`src/rtl/pwm_pkg.sv`:
```
// Purpose: shared constants and helpers for the multi-channel PWM generator.
//   addr_top / addr_pol : config address of the TOP and polarity registers
//   TOP_RESET           : reset value of TOP (truncated to WIDTH by the user)
//   prescale_tick       : 1 when the low 'speed' bits of the prescaler are all ones
package pwm_pkg;

    localparam int unsigned TICK_W = 32;
    localparam logic [TICK_W-1:0] TOP_RESET = '1;

    // TOP sits right after the duty registers
    function automatic int unsigned addr_top(input int unsigned channels);
        return channels;
    endfunction

    // Polarity mask sits right after TOP
    function automatic int unsigned addr_pol(input int unsigned channels);
        return channels + 1;
    endfunction

    // speed=0 gives an empty mask, so the tick fires every cycle
    function automatic logic prescale_tick(input logic [TICK_W-1:0] pre_cnt,
                                           input logic [4:0]        speed);
        logic [TICK_W-1:0] mask;
        mask = (TICK_W'(1) << speed) - TICK_W'(1);
        return (pre_cnt & mask) == mask;
    endfunction

endpackage

```
`src/rtl/pwm_channel.sv`:
```
// Purpose: one PWM output channel with double-buffered duty and a polarity bit.
// Ports:
//   clk, rst_n  : clock, synchronous active-low reset
//   ena_i       : run enable; low drives the idle (polarity) level
//   load_i      : copy pending duty into active duty this cycle
//   wr_duty_i   : accepted write to this channel's duty register
//   wr_pol_i    : accepted write to the polarity mask
//   data_i      : config write data
//   pol_i       : this channel's bit of the polarity write data
//   cnt_i       : shared period counter
//   pwm_o       : registered PWM output
module pwm_channel #(
    parameter int unsigned WIDTH = 8
) (
    input  logic             clk,
    input  logic             rst_n,
    input  logic             ena_i,
    input  logic             load_i,
    input  logic             wr_duty_i,
    input  logic             wr_pol_i,
    input  logic [WIDTH-1:0] data_i,
    input  logic             pol_i,
    input  logic [WIDTH-1:0] cnt_i,
    output logic             pwm_o
);

    logic [WIDTH-1:0] duty_pend_q, duty_pend_d;
    logic [WIDTH-1:0] duty_act_q,  duty_act_d;
    logic             pol_q, pol_d;
    logic             pwm_q, pwm_d;

    // Loading from duty_pend_d lets a write landing on the load cycle win
    always_comb begin
        duty_pend_d = wr_duty_i ? data_i : duty_pend_q;
        duty_act_d  = load_i ? duty_pend_d : duty_act_q;
        pol_d       = wr_pol_i ? pol_i : pol_q;
        pwm_d       = ena_i ? ((cnt_i < duty_act_q) ^ pol_q) : pol_q;
    end

    always_ff @(posedge clk) begin
        if (!rst_n) begin
            duty_pend_q <= '0;
            duty_act_q  <= '0;
            pol_q       <= 1'b0;
            pwm_q       <= 1'b0;
        end else begin
            duty_pend_q <= duty_pend_d;
            duty_act_q  <= duty_act_d;
            pol_q       <= pol_d;
            pwm_q       <= pwm_d;
        end
    end

    assign pwm_o = pwm_q;

endmodule

```
`src/rtl/pwm_multichan.sv`:
```
// Purpose: multi-channel PWM generator with a shared prescaler and period counter.
// Ports:
//   clk, rst_n     : clock, synchronous active-low reset
//   ena            : run enable; low stops the counter and idles the outputs
//   speed          : prescale select, divide by 2**speed
//   cfg_valid/ready: config write handshake
//   cfg_addr/data  : duty[0..CHANNELS-1], TOP at CHANNELS, polarity at CHANNELS+1
//   cfg_err        : 1-cycle pulse after an accepted write to an unmapped address
//   period_start   : 1-cycle pulse when the counter wraps to 0
//   pwm_out        : registered PWM outputs
module pwm_multichan
    import pwm_pkg::*;
#(
    parameter int unsigned CHANNELS = 4,
    parameter int unsigned WIDTH    = 8,
    parameter int unsigned SPEED_W  = 3
) (
    input  logic                            clk,
    input  logic                            rst_n,
    input  logic                            ena,
    input  logic [SPEED_W-1:0]              speed,
    input  logic                            cfg_valid,
    output logic                            cfg_ready,
    input  logic [$clog2(CHANNELS+2)-1:0]   cfg_addr,
    input  logic [WIDTH-1:0]                cfg_data,
    output logic                            cfg_err,
    output logic                            period_start,
    output logic [CHANNELS-1:0]             pwm_out
);

    // Enough prescaler bits for the largest selectable divide
    localparam int unsigned PRE_W = (1 << SPEED_W) - 1;

    logic [PRE_W-1:0]    pre_cnt_q, pre_cnt_d;
    logic [WIDTH-1:0]    cnt_q, cnt_d;
    logic [WIDTH-1:0]    top_pend_q, top_pend_d;
    logic [WIDTH-1:0]    top_act_q, top_act_d;
    logic                cfg_ready_q;
    logic                cfg_err_q, cfg_err_d;
    logic                period_start_q, period_start_d;

    logic                accept;
    logic                tick;
    logic                wrap;
    logic                load;
    logic                wr_top;
    logic                wr_pol;
    int unsigned         addr_idx;
    logic [CHANNELS-1:0] wr_duty;

    // Config decode
    always_comb begin
        accept   = cfg_valid && cfg_ready_q;
        addr_idx = 32'(cfg_addr);
        wr_top   = accept && (addr_idx == addr_top(CHANNELS));
        wr_pol   = accept && (addr_idx == addr_pol(CHANNELS));
        for (int unsigned i = 0; i < CHANNELS; i++) begin
            wr_duty[i] = accept && (addr_idx == i);
        end
        cfg_err_d = accept && (addr_idx > addr_pol(CHANNELS));
    end

    // Prescaler, period counter and TOP double buffer; stopped means reload every cycle
    always_comb begin
        tick           = ena && prescale_tick(TICK_W'(pre_cnt_q), 5'(speed));
        wrap           = tick && (cnt_q >= top_act_q);
        load           = wrap || !ena;
        period_start_d = wrap;
        pre_cnt_d      = ena ? pre_cnt_q + PRE_W'(1) : '0;
        cnt_d          = cnt_q;
        if (!ena || wrap) begin
            cnt_d = '0;
        end else if (tick) begin
            cnt_d = cnt_q + WIDTH'(1);
        end
        top_pend_d = wr_top ? cfg_data : top_pend_q;
        top_act_d  = load ? top_pend_d : top_act_q;
    end

    always_ff @(posedge clk) begin
        if (!rst_n) begin
            pre_cnt_q      <= '0;
            cnt_q          <= '0;
            top_pend_q     <= WIDTH'(TOP_RESET);
            top_act_q      <= WIDTH'(TOP_RESET);
            cfg_ready_q    <= 1'b0;
            cfg_err_q      <= 1'b0;
            period_start_q <= 1'b0;
        end else begin
            pre_cnt_q      <= pre_cnt_d;
            cnt_q          <= cnt_d;
            top_pend_q     <= top_pend_d;
            top_act_q      <= top_act_d;
            cfg_ready_q    <= 1'b1;
            cfg_err_q      <= cfg_err_d;
            period_start_q <= period_start_d;
        end
    end

    for (genvar ch = 0; ch < CHANNELS; ch++) begin : g_ch
        pwm_channel #(
            .WIDTH(WIDTH)
        ) u_channel (
            .clk      (clk),
            .rst_n    (rst_n),
            .ena_i    (ena),
            .load_i   (load),
            .wr_duty_i(wr_duty[ch]),
            .wr_pol_i (wr_pol),
            .data_i   (cfg_data),
            .pol_i    (cfg_data[ch]),
            .cnt_i    (cnt_q),
            .pwm_o    (pwm_out[ch])
        );
    end

    assign cfg_ready    = cfg_ready_q;
    assign cfg_err      = cfg_err_q;
    assign period_start = period_start_q;

endmodule

```
`config.mk`:
```
export PLATFORM = sky130hd
export DESIGN_NAME = pwm_multichan
export DESIGN_NICKNAME = d
export VERILOG_FILES = /design/src/rtl/pwm_pkg.sv /design/src/rtl/pwm_channel.sv /design/src/rtl/pwm_multichan.sv
export SDC_FILE = /design/constraint.sdc
export NUM_CORES = 1
export LEC_CHECK = 0
export CAP_MARGIN = 20
export CORE_MARGIN = 1.5
export CORE_UTILIZATION = 25
export CTS_CLUSTER_SIZE = 24
export DETAILED_ROUTE_END_ITERATION = 12
export HOLD_SLACK_MARGIN = 0.03
export PLACE_DENSITY = 0.43
export SKIP_CTS_REPAIR_TIMING = 1
export SYNTH_ARGS = -nofsm -noshare
export SYNTH_HDL_FRONTEND = slang
export SYNTH_SLANG_ARGS = --single-unit
export TNS_END_PERCENT = 1
```
`constraint.sdc`:
```
create_clock -name clk -period 4.4 [get_ports clk]
set_input_delay 1.32 -clock clk [delete_from_list [all_inputs] [get_ports clk]]
set_output_delay 1.32 -clock clk [all_outputs]
set_load 0.01 [all_outputs]
```
==> impl_results.md, run 1 <==
- CTS sink count: 106
- H-Tree Depth: 3
- Initial Util: 25.6%
- Ys Warns: 0
- Unique masters post-synth: 46
- DR WL/cell: 15.9 um
- Tmin final: 3.78 ns
- DIE WIDTH: 141 um
- Std cell rows: 50
- Crit path buf inv count: 1
- Gr ovfl total: 0
- Post-Synth Simple-Gate Area: 14.7%
- Largest family of logic cells by synthesized area: compound AO/OA/AOI/OAI gates
- Hpwl dp: 8440 um
- Synth Register Bits: 106
- Compound-gate portion of the synthesized area: 17.4%
- Full die area: 0.0200 mm2
- Endpoints failing hold: 0
- Synthesized area: 0.00478 mm2
- Initial DRC count: 182
- Asr flop ratio synth: 0%
- Flop2flop setup slack: 1.61 ns
- Core area: 0.0187 mm2
- WP data arrival: 4.06 ns
- Drt drc: 0
- GPL Wtd Cong: 0.769
- Syn nets: 561
- Xor/xnor cell area share of the yosys netlist: 1.47%
- Slowest CP cell: clkdlybuf4s50_1
- Dpl ws: 0.255 ns
- Critical path type: in2reg
- Register area share after synthesis: 44.4%
- IO Pins: 25
- Synth area leaders: dfxtp_1, ha_1, mux2i_1, a2bb2oi_1, nor2_1
- CP max FO: 9
- Clock Latency Late Sink: 0.35 ns
- Vias in the first global route: 3553
- Worst path top cell family by delay: simple AND/OR/NAND/NOR gates
- Final worst slack: 0.618 ns
- Ant. Diodes: 0
- Worst slew pin tran: 0.748 ns
- CTS Buf Count: 9
- Worst hold margin: 0.460 ns
- Status: completed
- Clk root buf: clkbuf_16
- Global-route usage over all layers: 12.8%
- Synth Instances: 503
- Die Y-Extent: 141 um
- PwrDens: 356 mW/mm2
- Global-route wire length before repair: 19300 um
- Post-synth top cells: dfxtp_1, nor2_1, inv_1
- Post-synth EDFFs: 0
- Capturing element type of the critical path: register
- Layout Nets: 580
- Synth area leader: dfxtp_1
- Multiplexer share of the synthesized area: 5.86%
- Clock Pin Slew Worst Setup and Hold Paths: 0.07 ns
- Leakage: 2.33 nW
- Top cell type's share of synthesized area: 44.4%
- Crit path launch type: input pin
- Top_reg_cell synth: dfxtp_1
- Largest net degree at the start of global routing: 43
- Count leader, synth: dfxtp_1
- Fillers: 1942
- Worst VDD drop: 164 uV
- Adder-cell area share of the yosys netlist: 10.5%
- Max-cap violation count: 0
- I/O Buffers: 24
- Layout cell share with drive strength beyond 1: 5.13%
- Initial antenna violation count: 0
- Count of final setup violators: 0
- Routed Antenna Nets: 0
- Slew headroom: 50.0%
- Final period utilization: 86.0%
- Drt pass-1 iters: 4
- Final Max Slew Viols: 0
- RSZ-0062 raised after global routing: false
- Area growth, synth to finish: 16.2%
- Clk_skew: 0.00464 ns
- Total vias in the final route: 3614
- Critical path required time: 4.68 ns
- Crit path cell chain: clkdlybuf4s50_1 -> or3_4 -> ha_1 -> xor2_1 -> a2111oi_4 -> nand3_1 -> or4_1 -> o21ai_0
- Final non-filler cell area: 0.00556 mm2
- Syn avg cell area: 9.51 um2
- Setup tns final: 0 ns
- Max Clk Rate: 264 MHz
- CTS tree: yes
- Critical path's largest stage delay: 0.54 ns
- Clk buf depth: 2
- Placed instance area: 0.00527 mm2
- Avg Vias per Cell: 4.76
- Hold/Removal Path Class: reg2reg
- Routed WL: 12100 um
-- worst register-to-register path: cells and delay by family (launching register included) --
family                     cells  cell delay (ns)
DFF                            1             0.65
AOI/OAI and AO/OA              5             1.25
buffers and inverters          1             0.22
and+or+nand+nor                1             0.25
adders and majority gates      1             0.34
-- report_power, final --
part	leakage (nW)	switching (mW)	internal, mW
Combinational	1.32	0.0958	0.0747
Sequential	0.864	0.0103	0.989
Clock	0.142	0.353	0.453
-- kinds of logic (layout without fill, tap and decap cells) --
kind of cell    Yosys count  count (layout)
simple gates            146             146
compound gates          109             109
flops                   106             106
buf+inv                  66              89
fa+ha+maj                40              40
mux                      28              28
xor+xnor                  8               8
-- cells in the final DEF (no fill, tap or decap), types with 2 or more instances in the layout --
cell / count
nor2_1: 43
xor2_1: 7
nand2b_1: 6
nand3_1: 29
clkinv_2: 2
clkbuf_1: 2
dfxtp_1: 106
and3b_1: 3
a2bb2oi_1: 28
mux2i_1: 28
nor3b_1: 2
o21ai_0: 10
a21oi_1: 19
and2_1: 2
o211ai_1: 2
nand4_1: 4
o22a_1: 4
a211oi_1: 9
a22o_1: 8
and3_1: 6
a211o_1: 2
o22ai_1: 2
nand2_1: 37
nor3_1: 2
a21o_1: 12
or3_1: 6
inv_1: 41
clkbuf_16: 9
ha_1: 40
buf_4: 7
o221ai_1: 6
clkdlybuf4s50_1: 24
-- layer usage --
layer | wire length, um | vias to the layer above | part of all wire, % | GRT usage [%]
li1 | - | 1812 | - | -
met1 | 5910 | 1731 | 49 | 17.1
met2 | 5470 | 57 | 45 | 20.1
met3 | 491 | 14 | 4.1 | 3.61
met4 | 230 | 0 | 1.9 | 3.84
met5 | 0 | - | 0 | 0
-- area by class of cell --
type	count	area [um2]	share of cell area (%)
clock buffers	12	246	4.44
clock inverters	3	40.0	0.721
inverters	42	158	2.84
multi-input cells	331	2380	42.9
flip-flops and latches	106	2120	38.2
well taps	234	293	5.27
repair buffers	32	313	5.63
-- state kept, by name, summed over array words and instances, names as in the netlist --
| name | flops |
|---|---|
| cfg_err | 1 |
| g_ch.u_channel.pwm_o | 4 |
| period_start | 1 |
| cfg_ready | 1 |
| top_pend_q | 8 |
| pre_cnt_q | 7 |
| g_ch.u_channel.pol_q | 4 |
| g_ch.u_channel.duty_pend_q | 32 |
| top_act_q | 8 |
| cnt_q | 8 |
| g_ch.u_channel.duty_act_q | 32 |
-- final timing paths --
| kind | start | endpoint | depth (start not counted) |
|---|---|---|---|
| max reg2reg | cnt_q[2] | g_ch[3].u_channel.duty_act_q[6] | 8 |
| max | speed[1] | cnt_q[3] | 8 |
| min reg2reg | g_ch[1].u_channel.duty_act_q[1] | g_ch[1].u_channel.duty_act_q[1] | 2 |
| min | g_ch[1].u_channel.duty_act_q[1] | g_ch[1].u_channel.duty_act_q[1] | 2 |
-- through the flow --
| step | total power [mW] | utilization [%] | std cells |
|---|---|---|---|
| final | 1.98 | 29.7 | 760 |
| after global routing | 2.06 | 29.7 | 760 |
| after CTS | 2.00 | 29.7 | 760 |
| after detailed placement | 1.20 | 28.2 | 745 |
| after global placement | 1.19 | 28.2 | 745 |
| after floorplan | 1.13 | - | 503 |
No activity file was read; power rests on OpenSTA's default activity.
==> run 2, diff against run 1 <==
RECOVER_POWER = 50   (was unset)
SKIP_LAST_GASP = 1   (was unset)
==> run 2 against run 1 <==
  * Wire length hardly changed
  * Setup slack worse by 0.016 ns
  * Power is 0.19% lower
  * Maximum frequency is 0.43% lower
  * Cell count stayed put
  * Combinational power hardly changed
  * Clock-buffer cell count stayed put
  * Via count is 0.22% higher
  * Sequential share of layout area is 0.078 points higher
  * Clock skew is 0.00070 ns lower
  * Sequential power hardly changed
  * Cell area is 0.20% lower
  * Largest cell class unchanged
  * Largest power group unchanged
==> impl_results.md, run 2 (synthesis gave the netlist of run 1 again) <==
- Critical path required time: 4.68 ns (about the same)
- Status: completed (unchanged)
- DP Cell Count: 745 (unchanged)
- Routed WL: 12100 um (about the same)
- Clock network power share: 40.8% (about the same)
- I/O Buffers: 24 (unchanged)
- Clock Pin Slew Worst Setup and Hold Paths: 0.07 ns (about the same)
- Global-route usage over all layers: 12.8% (unchanged)
- DR WL/cell: 15.9 um (about the same)
- Commonest non-fill, non-tap cells in the layout: dfxtp_1, nor2_1, inv_1 (unchanged)
- Gr ovfl total: 0 (unchanged)
- Max Clk Rate: 263 MHz (was 264 MHz)
- Final period utilization: 86.3% (was 86.0%)
- Commonest non-fill, non-tap cell in the layout: dfxtp_1 (unchanged)
- Endpoints failing hold: 0 (unchanged)
- CTS tree: yes (unchanged)
- CP max FO: 9 (unchanged)
- Global-route wire length before repair: 19300 um (unchanged)
- Flop2flop setup slack: 1.60 ns (was 1.61 ns)
- P_int: 1.51 mW (was 1.52 mW)
- Initial Util: 25.6% (unchanged)
- Post-Layout Cell Count: 760 (unchanged)
- Capturing element type of the critical path: register (unchanged)
- DIE WIDTH: 141 um (unchanged)
- Avg Vias per Cell: 4.77 (was 4.76)
- Setup tns final: 0 ns (unchanged)
- H-Tree Depth: 3 (unchanged)
- Ant. Diodes: 0 (unchanged)
- Layout cell share with drive strength beyond 1: 4.56% (was 5.13%)
- Layout Nets: 580 (unchanged)
- IO Pins: 25 (unchanged)
- Worst slew pin tran: 0.852 ns (was 0.748 ns)
- Tmin final: 3.80 ns (was 3.78 ns)
- Placed instance area: 0.00527 mm2 (unchanged)
- Critical path type: in2reg (unchanged)
- Hold Path Depth: 2 (unchanged)
- Critical path's largest stage delay: 0.54 ns (about the same)
- Leakage: 2.33 nW (about the same)
- Drt drc: 0 (unchanged)
- Initial antenna violation count: 0 (unchanged)
- Std cell rows: 50 (unchanged)
- PwrDens: 356 mW/mm2 (about the same)
- Max-cap violation count: 0 (unchanged)
- Die Y-Extent: 141 um (unchanged)
- Clk_skew: 0.00393 ns (was 0.00464 ns)
- CTS Buf Count: 9 (unchanged)
- Worst R2R Path Depth: 8 (unchanged)
- Worst reg2reg startpoint: cnt_q[2] (unchanged)
- CTS sink count: 106 (unchanged)
- Vias in the first global route: 3553 (unchanged)
- RSZ-0062 raised after global routing: false (unchanged)
- Core area: 0.0187 mm2 (unchanged)
- Hold/Removal Path Class: reg2reg (unchanged)
- Routed Antenna Nets: 0 (unchanged)
- Full die area: 0.0200 mm2 (unchanged)
- Gate power share: 8.5% (was 8.6%)
- Reg2reg end: g_ch[3].u_channel.duty_act_q[6] (unchanged)
- Sequential power share: 50.7% (was 50.6%)
- Area growth, synth to finish: 16.0% (was 16.2%)
- Total vias in the final route: 3622 (was 3614)
- Sw frac: 23.2% (was 23.3%)
- Hpwl dp: 8440 um (unchanged)
- Largest net degree at the start of global routing: 43 (unchanged)
- Fillers: 1946 (was 1942)
- Worst Setup SP: speed[1] (unchanged)
- Top flop regs: g_ch.u_channel.duty_act_q x32, g_ch.u_channel.duty_pend_q x32 (unchanged)
- Worst VDD drop: 163 uV (was 164 uV)
- Slowest CP cell: clkdlybuf4s50_1 (unchanged)
- NetSw: 0.458 mW (was 0.459 mW)
- Final non-filler cell area: 0.00555 mm2 (was 0.00556 mm2)
- Register area: 0.00212 mm2 (unchanged)
- Initial DRC count: 189 (was 182)
- Crit path launch type: input pin (unchanged)
- Clk root buf: clkbuf_16 (unchanged)
- Drt pass-1 iters: 4 (unchanged)
- Clock Latency Late Sink: 0.35 ns (about the same)
- Crit path cell chain: clkdlybuf4s50_1 -> or3_4 -> ha_1 -> xor2_1 -> a2111oi_4 -> nand3_1 -> or4_1 -> o21ai_0 (unchanged)
- GPL Wtd Cong: 0.769 (unchanged)
- Slew headroom: 43.2% (was 50.0%)
- WP data arrival: 4.08 ns (was 4.06 ns)
- Multi-input logic area: 0.00238 mm2 (unchanged)
- Clk buf depth: 2 (unchanged)
- Worst setup path end: cnt_q[3] (unchanged)
- Final Max Slew Viols: 0 (unchanged)
- Count of final setup violators: 0 (unchanged)
## run 2: routing by layer
layer	global-route usage (%)	up-vias	routed length, um	share of wire (%)
li1	-	1814	-	-
met1	17.1	1735	5900	49
met2	20.1	59	5510	46
met3	3.61	14	460	3.8
met4	3.84	0	230	1.9
met5	0	-	0	0
## run 2: layout make-up
cell class	count	area share, %
Clock inverter	3	0.722
Sequential cell	106	38.3
Inverter	42	2.84
Clock buffer	12	4.44
Tap cell	234	5.28
Multi-Input combinational cell	331	43.0
Timing Repair Buffer	32	5.44
## run 2: power groups by stage
stage	clock, mW	sequential (mW)	combinational [mW]
6_report	0.805	0.999	0.168
5_1_grt	0.869	1.00	0.187
4_1_cts	0.830	1.00	0.174
3_5_place_dp	0	1.02	0.173
3_3_place_gp	0	1.02	0.170
2_1_floorplan	0	1.02	0.111
## run 2: per-stage QoR
step                      power [mW]  hold WS, ns  setup slack (ns)  utilization (%)
after floorplan                 1.13        0.434             0.899                -
after global placement          1.19        0.448             0.317             28.2
after CTS                       2.00        0.464             0.627             29.7
after detailed placement        1.20        0.454             0.255             28.2
after global routing            2.06        0.480             0.452             29.6
final                           1.97        0.459             0.602             29.6
## run 2: worst min path at each step
stage	end	startpoint	slack [ns]
global route	g_ch[3].u_channel.duty_act_q[5]	g_ch[3].u_channel.duty_act_q[5]	0.48
detailed placement	g_ch[1].u_channel.duty_act_q[1]	g_ch[1].u_channel.duty_act_q[1]	0.45
finish	g_ch[1].u_channel.duty_act_q[1]	g_ch[1].u_channel.duty_act_q[1]	0.46
floorplan	g_ch[2].u_channel.duty_act_q[6]	g_ch[2].u_channel.duty_act_q[6]	0.43
global placement	g_ch[1].u_channel.duty_act_q[1]	g_ch[1].u_channel.duty_act_q[1]	0.45
CTS	g_ch[1].u_channel.duty_act_q[1]	g_ch[1].u_channel.duty_act_q[1]	0.46
## run 2: worst max-delay path: cells and delay by family
kind | cells | cell delay, ns
xor+xnor | 1 | 0.20
simple gates | 3 | 1.21
buf+inv | 1 | 0.54
compound gates | 2 | 0.57
fa+ha+maj | 1 | 0.24
==> run 3, diff against run 2 <==
ABC_CLOCK_PERIOD_IN_PS = 4400   (was unset)
DONT_BUFFER_PORTS = 1   (was unset)
PLACE_DENSITY = 0.41   (was 0.43)
==> run 3 against run 2 <==
  * Clock skew increased by 0.0073 ns
  * Hold slack better by 0.0047 ns
  * Utilization is 1.1 points lower
  * Critical endpoint is now g_ch[1].u_channel.duty_act_q[3]
  * Sequential power about the same
  * Die area unchanged
  * First-iteration DRC count fell by 0.53%
  * Sequential share of layout area rose by 1.4 points
  * Clock-buffer cell count fell by 3
  * Wire length grew 1.6%
  * Maximum frequency up 10%
  * Critical path type unchanged
  * Non-clock buffer count decreased by 26
  * Cell count fell by 3.3%
==> impl_results.md, run 3 (synthesis gave the netlist of run 1 again) <==
- Clk root buf: clkbuf_16 (unchanged)
- Critical path type: in2reg (unchanged)
- Drt pass-1 iters: 5 (was 4)
- Layout cell share with drive strength beyond 1: 5.19% (was 4.56%)
- Routed Antenna Nets: 0 (unchanged)
- Hpwl dp: 8970 um (was 8440 um)
- Global-route usage over all layers: 13.0% (was 12.8%)
- Commonest non-fill, non-tap cells in the layout: dfxtp_1, nor2_1, inv_1 (unchanged)
- Setup tns final: 0 ns (unchanged)
- IO Pins: 25 (unchanged)
- Routed WL: 12300 um (was 12100 um)
- Global-route wire length before repair: 19500 um (was 19300 um)
- Full die area: 0.0200 mm2 (unchanged)
- I/O Buffers: 0 (was 24)
- Status: completed (unchanged)
- CTS tree: yes (unchanged)
- Count of final setup violators: 0 (unchanged)
- Max-cap violation count: 0 (unchanged)
- Capturing element type of the critical path: register (unchanged)
- Dpl ws: 0.566 ns (was 0.255 ns)
- Std cell rows: 50 (unchanged)
- Clock Latency Late Sink: 0.36 ns (was 0.35 ns)
- Worst VDD drop: 195 uV (was 163 uV)
- Top flop regs: g_ch.u_channel.duty_act_q x32, g_ch.u_channel.duty_pend_q x32 (unchanged)
- DR WL/cell: 16.7 um (was 15.9 um)
- Gr ovfl total: 0 (unchanged)
- Post-Layout Cell Count: 735 (was 760)
- Initial Util: 25.6% (unchanged)
- Endpoints failing hold: 0 (unchanged)
- Worst slew pin tran: 0.877 ns (was 0.852 ns)
- H-Tree Depth: 3 (unchanged)
- Clk_skew: 0.0112 ns (was 0.00393 ns)
- CTS Buf Count: 9 (unchanged)
- Final period utilization: 78.3% (was 86.3%)
- Vias in the first global route: 3597 (was 3553)
- Hold/Removal Path Class: reg2reg (unchanged)
- Critical path required time: 4.68 ns (about the same)
- Avg Vias per Cell: 4.80 (was 4.77)
- Clock Pin Slew Worst Setup and Hold Paths: 0.07 ns (about the same)
- Leakage: 2.23 nW (was 2.33 nW)
- DP Cell Count: 719 (was 745)
- Largest net degree at the start of global routing: 43 (unchanged)
- RSZ-0062 raised after global routing: false (unchanged)
- Clk buf depth: 2 (unchanged)
- Area growth, synth to finish: 11.8% (was 16.0%)
- Die Y-Extent: 141 um (unchanged)
- Final worst slack: 0.954 ns (was 0.602 ns)
- CP max FO: 20 (was 9)
- Fillers: 1963 (was 1946)
- DIE WIDTH: 141 um (unchanged)
- Crit path launch type: input pin (unchanged)
- Final Max Slew Viols: 0 (unchanged)
- GPL Wtd Cong: 0.750 (was 0.769)
- Layout Nets: 554 (was 580)
- Max Clk Rate: 290 MHz (was 263 MHz)
- Tmin final: 3.45 ns (was 3.80 ns)
- CTS sink count: 106 (unchanged)
- Ant. Diodes: 0 (unchanged)
- Critical path's largest stage delay: 0.47 ns (was 0.54 ns)
- Crit path cell chain: or3_4 -> ha_1 -> o221ai_1 -> a2111oi_4 -> a31o_2 -> nor2_2 -> buf_4 -> a2bb2oi_1 (was clkdlybuf4s50_1 -> or3_4 -> ha_1 -> xor2_1 -> a2111oi_4 -> nand3_1 -> or4_1 -> o21ai_0)
- Commonest non-fill, non-tap cell in the layout: dfxtp_1 (unchanged)
- PwrDens: 383 mW/mm2 (was 356 mW/mm2)
- Initial DRC count: 188 (was 189)
- Initial antenna violation count: 0 (unchanged)
- WP data arrival: 3.73 ns (was 4.08 ns)
- Drt drc: 0 (unchanged)
- Slowest CP cell: nor2_2 (was clkdlybuf4s50_1)
- Core area: 0.0187 mm2 (unchanged)
- Slew headroom: 41.1% (was 43.2%)
- Total vias in the final route: 3528 (was 3622)
## run 3: cell count changes in the layout (fill, tap and decap cells not counted), sizes merged
cell	change
buf	-1
clkbuf	-4
clkinv	-1
inv	+3
dlygate4sd3	-11
clkinvlp	+1
bufinv	+1
clkdlybuf4s50	-13
## run 3: final timing paths
| path | from | to | slack, ns | depth (start not counted) |
|---|---|---|---|---|
| min | g_ch[2].u_channel.duty_act_q[1] | g_ch[2].u_channel.duty_act_q[1] | 0.46 | 2 |
| max reg2reg | cnt_q[2] | g_ch[1].u_channel.duty_act_q[3] | 1.21 | 8 |
| min reg2reg | g_ch[2].u_channel.duty_act_q[1] | g_ch[2].u_channel.duty_act_q[1] | 0.46 | 2 |
| max | speed[2] | g_ch[1].u_channel.duty_act_q[3] | 0.95 | 8 |
## run 3: stage by stage
stage	hold WS, ns	area, um2	utilization, %	power (mW)
final	0.464	5350	28.6	2.05
after detailed placement	0.457	5010	26.8	1.16
after global placement	0.448	5010	26.8	1.15
after CTS	0.468	5350	28.6	2.08
after global routing	0.485	5350	28.6	2.14
after floorplan	0.434	4780	-	1.13
## run 3: power breakdown
part / switching (mW) / leakage [nW] / total [mW] / internal (mW)
registers: 0.0128 / 0.864 / 1.00 / 0.989
logic: 0.0746 / 1.21 / 0.129 / 0.0547
clock network: 0.402 / 0.164 / 0.918 / 0.516
total: 0.490 / 2.23 / 2.05 / 1.56
## run 3: worst max-delay path, delay by kind of cell
family | cells | cell delay [ns]
simple gates | 2 | 0.84
buf+inv | 1 | 0.35
fa+ha+maj | 1 | 0.28
compound gates | 4 | 0.91
## run 3: final cells by class
cell class	instances	area [um2]	share of cell area, %
multi-input combinational	331	2390	44.8
sequential	106	2120	39.7
tap	234	293	5.48
clock buffer	9	225	4.21
inverter	42	158	2.95
clock inverter	7	118	2.20
timing repair buffer	6	37.5	0.702
## run 3: metal layers
| metal | vias to the layer above | track usage [%] | part of all wire, % |
|---|---|---|---|
| met4 | 0 | 4.28 | 1.4 |
| met1 | 1673 | 16.0 | 46 |
| met3 | 13 | 3.07 | 3.9 |
| li1 | 1772 | - | - |
| met2 | 70 | 22.4 | 49 |
| met5 | - | 0 | 0 |
